[src/rtl/gray_counter.sv]
// Registered up/down Gray-code counter with synchronous load and a wrap pulse.
// Define GRAY_CNT_CHECK_EN to build the sticky one-bit-change checker that drives err.
module gray_counter #(
   parameter int WIDTH = 4
) (
   input  logic             clk,
   input  logic             rst,
   input  logic             en,
   input  logic             up,
   input  logic             load,
   input  logic [WIDTH-1:0] load_val,
   output logic [WIDTH-1:0] gray,
   output logic [WIDTH-1:0] bin,
   output logic             wrap,
   output logic             err
);

   localparam logic [WIDTH-1:0] ONE = {{(WIDTH-1){1'b0}}, 1'b1};

   logic [WIDTH-1:0] bin_reg;
   logic [WIDTH-1:0] bin_next;
   logic [WIDTH-1:0] gray_reg;
   logic [WIDTH-1:0] gray_next;
   logic             wrap_reg;
   logic             wrap_next;
   logic             step_next;

   always_comb begin
      bin_next  = bin_reg;
      wrap_next = 1'b0;
      step_next = 1'b0;
      if (load) begin
         bin_next = load_val;
      end else if (en) begin
         step_next = 1'b1;
         if (up) begin
            bin_next  = bin_reg + ONE;
            wrap_next = &bin_reg;
         end else begin
            bin_next  = bin_reg - ONE;
            wrap_next = ~|bin_reg;
         end
      end
      gray_next = bin_next ^ (bin_next >> 1);
   end

   // gray is its own register so the output never carries a combinational path.
   always_ff @(posedge clk or posedge rst) begin
      if (rst) begin
         bin_reg  <= '0;
         gray_reg <= '0;
         wrap_reg <= 1'b0;
      end else begin
         bin_reg  <= bin_next;
         gray_reg <= gray_next;
         wrap_reg <= wrap_next;
      end
   end

   assign bin  = bin_reg;
   assign gray = gray_reg;
   assign wrap = wrap_reg;

`ifdef GRAY_CNT_CHECK_EN
   logic [WIDTH-1:0] gray_prev_reg;
   logic             stepped_reg;
   logic             err_reg;

   // The last update is judged one edge later, once both old and new gray are registered.
   always_ff @(posedge clk or posedge rst) begin
      if (rst) begin
         gray_prev_reg <= '0;
         stepped_reg   <= 1'b0;
         err_reg       <= 1'b0;
      end else begin
         gray_prev_reg <= gray_reg;
         stepped_reg   <= step_next;
         if (stepped_reg && ($countones(gray_reg ^ gray_prev_reg) != 1)) begin
            err_reg <= 1'b1;
         end
      end
   end

   assign err = err_reg;
`else
   assign err = 1'b0;
`endif

endmodule

[config.mk]
export PLATFORM = sky130hd
export DESIGN_NAME = gray_counter
export DESIGN_NICKNAME = d
export VERILOG_FILES = /design/src/rtl/gray_counter.sv
export SDC_FILE = /design/constraint.sdc
export NUM_CORES = 1
export LEC_CHECK = 0
export BUFFER_PORTS_ARGS = -buffer_cell sky130_fd_sc_hd__clkbuf_2
export CAP_MARGIN = 5
export CELL_PAD_IN_SITES_DETAIL_PLACEMENT = 0
export CELL_PAD_IN_SITES_GLOBAL_PLACEMENT = 2
export CORE_MARGIN = 2
export CORE_UTILIZATION = 28
export DETAILED_ROUTE_END_ITERATION = 8
export HOLD_SLACK_MARGIN = 0.15
export PLACE_DENSITY_LB_ADDON = 0.1
export SYNTH_ARGS = -nofsm -noshare
export SYNTH_HDL_FRONTEND = slang
export SYNTH_SLANG_ARGS = --single-unit
[constraint.sdc]
create_clock -name clk -period 4.65 [get_ports clk]
set_input_delay 0.465 -clock clk [delete_from_list [all_inputs] [get_ports clk]]
set_output_delay 0.465 -clock clk [all_outputs]
set_load 0.005 [all_outputs]
; Yosys cells after proc, flatten, opt, wreduce, memory -nomap -nowiden
; Index checks and enable logic that the tools add are counted.
; Widths: inputs -> output; s select.
[totals]
ff_bits = 9
[classes]
addsub = 2
mux = 6
n_reduce_logical = 3
n_bitwise = 1
[ops]
columns = op, n
row1 = $mux 4, 3
row2 = $add 4x1->4 const B, 1
row3 = $reduce_and 4->1, 1
row4 = $reduce_or 4->1, 1
row5 = $sub 4x1->4 const B, 1
row6 = $xor 4x3->4, 1
row7 = $mux 1, 3
row8 = $logic_not 1->1, 1

; Logic depth before layout (Yosys ltp)
; Gate-level depths: netlist of the first run.
[depth]
depth_word = 5
depth_mapped = 6
depth_no_buf = 6

; Least setup slack after synthesis of the first run
; OpenSTA, ideal clock, no wires.
[synth_path]
path_kind = input-to-reg
startpoint = input up
endpoint = register gray_reg[2] (netlist: gray[2])
t_arrival_ns = 1.624
t_required_ns = 4.518
slack_ns = 2.894
path_stages = 6
n_path_buf = 0
setup_ns = 0.132
path_cell_list = inv_1 -> ha_1 -> a21oi_1 -> a211oi_1 -> or3_4 -> xor2_1
[synth_between]
elab_chain_cells = 4
[synth_rtl]
columns = element, line
row1 = start: declaration, 9  ; input logic up,
row2 = $mux 4, 36  ; if (up) begin
row3 = $mux 4, 34  ; end else if (en) begin
row4 = $mux 4, 32  ; if (load) begin
row5 = named net bin_next[3], 21  ; logic [WIDTH-1:0] bin_next;
row6 = $xor 4x3->4, 44  ; gray_next = bin_next ^ (bin_next >> 1);
row7 = named net gray_next[2], 23  ; logic [WIDTH-1:0] gray_next;
row8 = end signal: assignment, 55  ; gray_reg <= gray_next;
row9 = end: declaration, 22  ; logic [WIDTH-1:0] gray_reg;
; The timed path passes the listed nets, and every way through them passes these cells.

; Final worst setup path of the first run
; Ends and elaborated chain as after synthesis.

==> results of run 1 <==
[report_power, final]
group	total (mW)	switching [mW]	internal (mW)
combinational	0.0635	0.0304	0.0332
sequential	0.0949	0.0115	0.0834
clock	0.0501	0.0208	0.0293
total	0.208	0.0626	0.146
[worst min-delay path by stage]
| stage | to | slack, ps | cells after the start |
|---|---|---|---|
| 2_1_floorplan | bin[0]$_DFF_PP0_ | 280 | 1 |
| 3_3_place_gp | gray[0]$_DFF_PP0_ | 400 | 2 |
| 3_5_place_dp | gray[0]$_DFF_PP0_ | 400 | 2 |
| 4_1_cts | bin[1]$_DFF_PP0_ | 490 | 3 |
| 5_1_grt | bin[1]$_DFF_PP0_ | 520 | 3 |
| 6_report | bin[1]$_DFF_PP0_ | 490 | 3 |
[layer usage]
metal / GRT usage / vias to the layer above / wire length, µm
li1: - / 185 / -
met1: 0.149 / 161 / 423
met2: 0.145 / 12 / 421
met3: 0.0600 / 0 / 56
met4: 0.0176 / 0 / 0
met5: 0 / - / 0
[cells in the final DEF, fill, tap and decap left out, types with 2 or more instances in the layout]
master / synthesis / final
mux2i_1: 2 / 2
clkbuf_2: 0 / 17
xnor2_1: 4 / 4
xor2_1: 2 / 2
clkbuf_4: 0 / 3
nand2_1: 2 / 2
nor2_1: 4 / 4
dfrtp_1: 8 / 8
inv_1: 3 / 3
a21oi_1: 2 / 2
ha_1: 2 / 2
[kinds of logic after synthesis]
logic type,after synthesis,share of synthesized area
mux,2,0.0428
flops,8,0.428
buf+inv,6,0.0722
other cells,1,0.00801
xor+xnor,6,0.112
simple gates,12,0.150
fa+ha+maj,3,0.0962
compound gates,7,0.0909
[layout make-up]
cell class	count	area [µm²]	share of cell area
well taps	16	20.0	0.0343
inverters	3	11.3	0.0193
repair buffers	18	95.1	0.163
flip-flops and latches	8	200	0.343
clock buffers	3	22.5	0.0386
multi-input cells	31	234	0.401
[critical path, stage by stage]
cell	delay [ps]
clkbuf_2	120
inv_1	90
ha_1	340
a21oi_1	200
a211oi_1	100
or3_4	400
xor2_1	150
[metrics by stage]
stage	setup slack, ps	hold WS, ps	std cells
floorplan	2890	281	45
global placement	2620	399	75
detailed placement	2640	397	75
CTS	2890	489	79
global route	2820	515	79
finish	2900	491	79
[what timing repair did]
item,CTS,global route
setup endpoints to repair,0,0
hold buffers,1,0
endpoints found under the hold margin,8,0
==> flow_summary_export.csv, run 1 <==
group,metric,value,unit
run_status,status,"completed",
critical_path,crit_required,4770,ps
global_route,grt_overflow_total,0,
clock_network,cts_tree,"built",
power,vdd_drop_max,240,µV
placed_design,placed_cell_area,551,µm²
logic_synthesis,synth_fp_nets,57,
die,dieArea,2010,µm²
drt,num_vias,358,
logic_synthesis,post-synth-top-count-cell,"dfrtp_1",
clock_network,clock_latency,250,ps
clock_network,cts_resized,0,
critical_path,arrival,1870,ps
logic_synthesis,ys_seq_area_frac,0.428,
finish,finalCoreUtilization,0.378,
critical_path,crit_end,"gray[2]$_DFF_PP0_",
critical_path,cp-startpoint,"up",
logic_synthesis,synth_area_leaders,"dfrtp_1 (43%), xnor2_1 (7.5%), ha_1 (5.3%), buf_4 (4.8%), fa_1 (4.3%)",
finish,fillers,164,
critical_path,worstReg2RegEnd,"gray[2]$_DFF_PP0_",
logic_synthesis,async_flop_share,1.00,
finish,areaGrowthSynthToFinish,24.6,%
min_path,min-delay-path-class,"primary input to flip-flop",
drt,wl_per_cell,11.4,µm
placed_design,io_buffers,17,
power,power_leakage,0.303,nW
critical_path,cp-start-kind,"primary input",
drt,drt-initial-drc-count,11,
timing,finalHoldViolations,0,
global_route,antenna_found_initial,0,
die,rows,14,
timing,rsz0062_at_grt,"no",
drt,antenna_left,0,
critical_path,ff2ff_path_depth,5,
placed_design,hpwl,744,µm
global_route,grt_pass1_vias,327,
critical_path,critical_path_class,"primary input to flip-flop",
logic_synthesis,avgSynthCellArea,10.4,µm²
timing,final_max_slew_viol_count,0,
critical_path,r2r-start,"bin[2]$_DFF_PP0_",
clock_network,htreeDepth,1,
logic_synthesis,yosys-top-cells-count,"dfrtp_1 (8), nor2_1 (4), xnor2_1 (4), buf_4 (3), inv_1 (3)",
finish,drive_gt1_frac,0.333,
drt,drc,0,
critical_path,r2r_slack,2910,ps
job,drv_cap,0,
finish,finish.net_count,77,
clock_network,postCtsSetupRepairBufs,0,
logic_synthesis,synth.largest_area_cell,"dfrtp_1",
clock_network,cts_root_buffer,"clkbuf_4",
placed_design,gp_congestion,0.658,
die,io_pins,19,
timing,setup_violations,0,
clock_network,path_clk_slew,50,ps
finish,n_antenna_cell,0,
logic_synthesis,synth_top_area_frac,0.428,
critical_path,cp_max_fo,4,
die,start_util,0.304,
logic_synthesis,ys_types,23,
logic_synthesis,ys_warn_count,0,
timing,fin_crit,1750,ps
drt,drt-pass1-iter-count,3,
global_route,grt_max_degree,10,
timing,fmax,570,MHz
clock_network,clk_path_buf_depth,2,
die,design.core.area,1540,µm²
logic_synthesis,ys_ff_latch,8,
drt,finalWirelength,901,µm
power,power-per-cell-area,358,nW/µm²
timing,finalCritPeriodShare,0.377,
die,die_w,44.9,µm
logic_synthesis,synth_area,468,µm²
global_route,grt_usage,0.106,
timing,fin_tns_setup,0,ps
global_route,grt_pass1_wl,1480,µm
finish,largest_register_ffs,4,
drt,vias_per_cell,4.53,
logic_synthesis,synth_edf_count,0,
min_path,min_from,"load_val[1]",
logic_synthesis,synthFlopType,"dfrtp_1",
timing,finClkSkew,0.542,ps
logic_synthesis,synthCells,45,
power,p_total,0.208,mW
clock_network,cts.sinks,8,
die,die_h,44.9,µm
finish,fin_area,583,µm²
critical_path,end_kind,"flip-flop",
clock_network,numCtsBuffers,3,
(Power assumes the default switching activity.)
==> run 2: changes to the inputs <==
CORE_UTILIZATION = 23   (was 28)
clock period = 1.5 ns   (was 4.65 ns; I/O delays follow)
==> flow_summary_export.csv, run 2 (same netlist as run 1, synthesis figures left out) <==
group,metric,value,unit
clock_network,clock_latency,240,ps
placed_design,placedCellCount,93,
finish,drive_gt1_frac,0.507,
critical_path,end_kind,"flip-flop",
drt,finalWirelength,1020,µm
clock_network,htreeDepth,1,
min_path,min-delay-path-class,"primary input to flip-flop",
finish,fin_area,707,µm²
power,vdd_drop_max,310,µV
timing,setup_ws,-66.9,ps
critical_path,critical_path_class,"flip-flop to flip-flop",
power,comb_power_share,0.388,
global_route,use_met1,0.130,
timing,finalCritPeriodShare,1.04,
timing,setup_violations,2,
finish,finish.net_count,87,
clock_network,clk_path_buf_depth,2,
clock_network,path_clk_slew,50,ps
global_route,grt_overflow_total,0,
power,power_switching,0.218,mW
global_route,use_met2,0.149,
die,dieArea,2410,µm²
timing,fmax,638,MHz
timing,finalHoldViolations,0,
finish,n_antenna_cell,0,
finish,finalCoreUtilization,0.364,
placed_design,hpwl,865,µm
die,die_w,49.1,µm
power,p_sw_frac,0.301,
power,pwr-share-seq,0.392,
drt,vias_per_cell,3.98,
global_route,grt_pass1_wl,1770,µm
placed_design,placed_cell_area,646,µm²
global_route,use_met3,0.0215,
power,internal-power,0.507,mW
drt,drc,0,
power,p_total,0.725,mW
drt,drt-pass1-iter-count,2,
die,design.core.area,1940,µm²
drt,num_vias,398,
drt,wl_per_cell,10.2,µm
critical_path,path_buf_inv,0,
clock_network,numCtsBuffers,3,
finish,areaGrowthSynthToFinish,51.1,%
critical_path,worstPathCellList,"ha_1 -> nand3_2 -> and4b_1 -> or3_4 -> xor2_1",
clock_network,cts_root_buffer,"clkbuf_4",
critical_path,crit_slowest_cell,"dfrtp_2",
critical_path,max_stage_delay,440,ps
critical_path,critical_path.top_delay_family,"simple AND/OR/NAND/NOR gates",
die,rows,16,
placed_design,io_buffers,17,
run_status,failed_checks,"negative setup slack",
critical_path,cp-start-kind,"flip-flop",
critical_path,crit_required,1620,ps
timing,final_max_slew_viol_count,0,
timing,rsz0062_at_grt,"yes",
placed_design,gp_congestion,0.755,
critical_path,cp_max_fo,4,
die,die_h,49.1,µm
power,p_clk_frac,0.220,
global_route,antenna_found_initial,0,
die,start_util,0.241,
finish,final_cell_mix,"clkbuf_2 (17), buf_4 (9), dfrtp_1 (7), nor2_1 (4), xnor2_1 (4)",
finish,stdcell_count,100,
timing,fin_crit,1570,ps
timing,finClkSkew,1.85,ps
clock_network,cts_tree,"built",
finish,largest_register_ffs,4,
power,power-per-cell-area,1030,nW/µm²
finish,final_common_cell,"clkbuf_2",
job,drv_cap,0,
drt,antenna_left,0,
global_route,globalRoute.busiestLayer,"met2",
run_status,status,"complete, but fails checks",
global_route,grt_pass1_vias,397,
global_route,grt_max_degree,9,
timing,fin_tns_setup,-80.9,ps
global_route,grt_usage,0.0968,
critical_path,arrival,1690,ps
die,io_pins,19,
drt,drt-initial-drc-count,3,
power,power_leakage,0.352,nW
clock_network,cts.sinks,8,
run 2: changes by cell type in the layout (fill, tap and decap cells not counted):
cell           delta
a21oi_1           -2
a21oi_2           +2
buf_4             +9
dfrtp_1           -1
dfrtp_2           +1
dlygate4sd3_1     +1
fa_1              -1
fa_2              +1
ha_1              -1
ha_4              +1
nand3_1           -1
nand3_2           +1
o21ai_1           -1
o21ai_2           +1
run 2: repair_timing:
action                                 CTS  global route
gates resized for setup                  2             0
pin swaps                                6             3
setup buffers                            1             1
setup endpoints to repair                3             4
hold buffers                             2             0
endpoints found under the hold margin    9             0
run 2: layout make-up:
type | count | area (µm²)
fillers | 229 | 1230
multi-input cells | 31 | 265
flip-flops and latches | 8 | 201
repair buffers | 28 | 173
well taps | 27 | 33.8
clock buffers | 3 | 22.5
inverters | 3 | 11.3
run 2: metal layers:
metal / up-vias / part of all wire
met2: 15 / 0.45
met5: - / 0
met4: 0 / 0
met1: 177 / 0.49
met3: 0 / 0.060
li1: 206 / -
run 2: path summary, 6_finish.rpt:
kind | startpoint | endpoint | slack, ps | cells past startpoint
max | bin[1]$_DFF_PP0_ | gray[2]$_DFF_PP0_ | -70 | 5
min | load_val[2] | bin[2]$_DFF_PP0_ | 180 | 3
max reg2reg | bin[1]$_DFF_PP0_ | gray[2]$_DFF_PP0_ | -70 | 5
min reg2reg | bin[3]$_DFF_PP0_ | bin[3]$_DFF_PP0_ | 680 | 2
max in group asynchronous | rst | bin[1]$_DFF_PP0_ | 880 | 3
min in group asynchronous | rst | wrap$_DFF_PP0_ | 370 | 3
run 2: stage by stage:
stage,worst slack (ps),hold slack (ps)
after floorplan,-38.0,-34.3
after global placement,-90.7,98.3
after detailed placement,-93.1,93.0
after CTS,-79.1,170
after global routing,-137,182
final,-66.9,178
run 2: tightest hold or removal path: stages:
cell      delay [ps]
clkbuf_2          80
nand2_1           50
o21ai_2          100
run 2: power groups by stage:
stage	sequential (mW)	combinational, mW	clock [mW]
2_1_floorplan	0.299	0.141	0
3_3_place_gp	0.288	0.269	0
3_5_place_dp	0.288	0.269	0
4_1_cts	0.285	0.282	0.166
5_1_grt	0.290	0.317	0.176
6_report	0.284	0.282	0.159
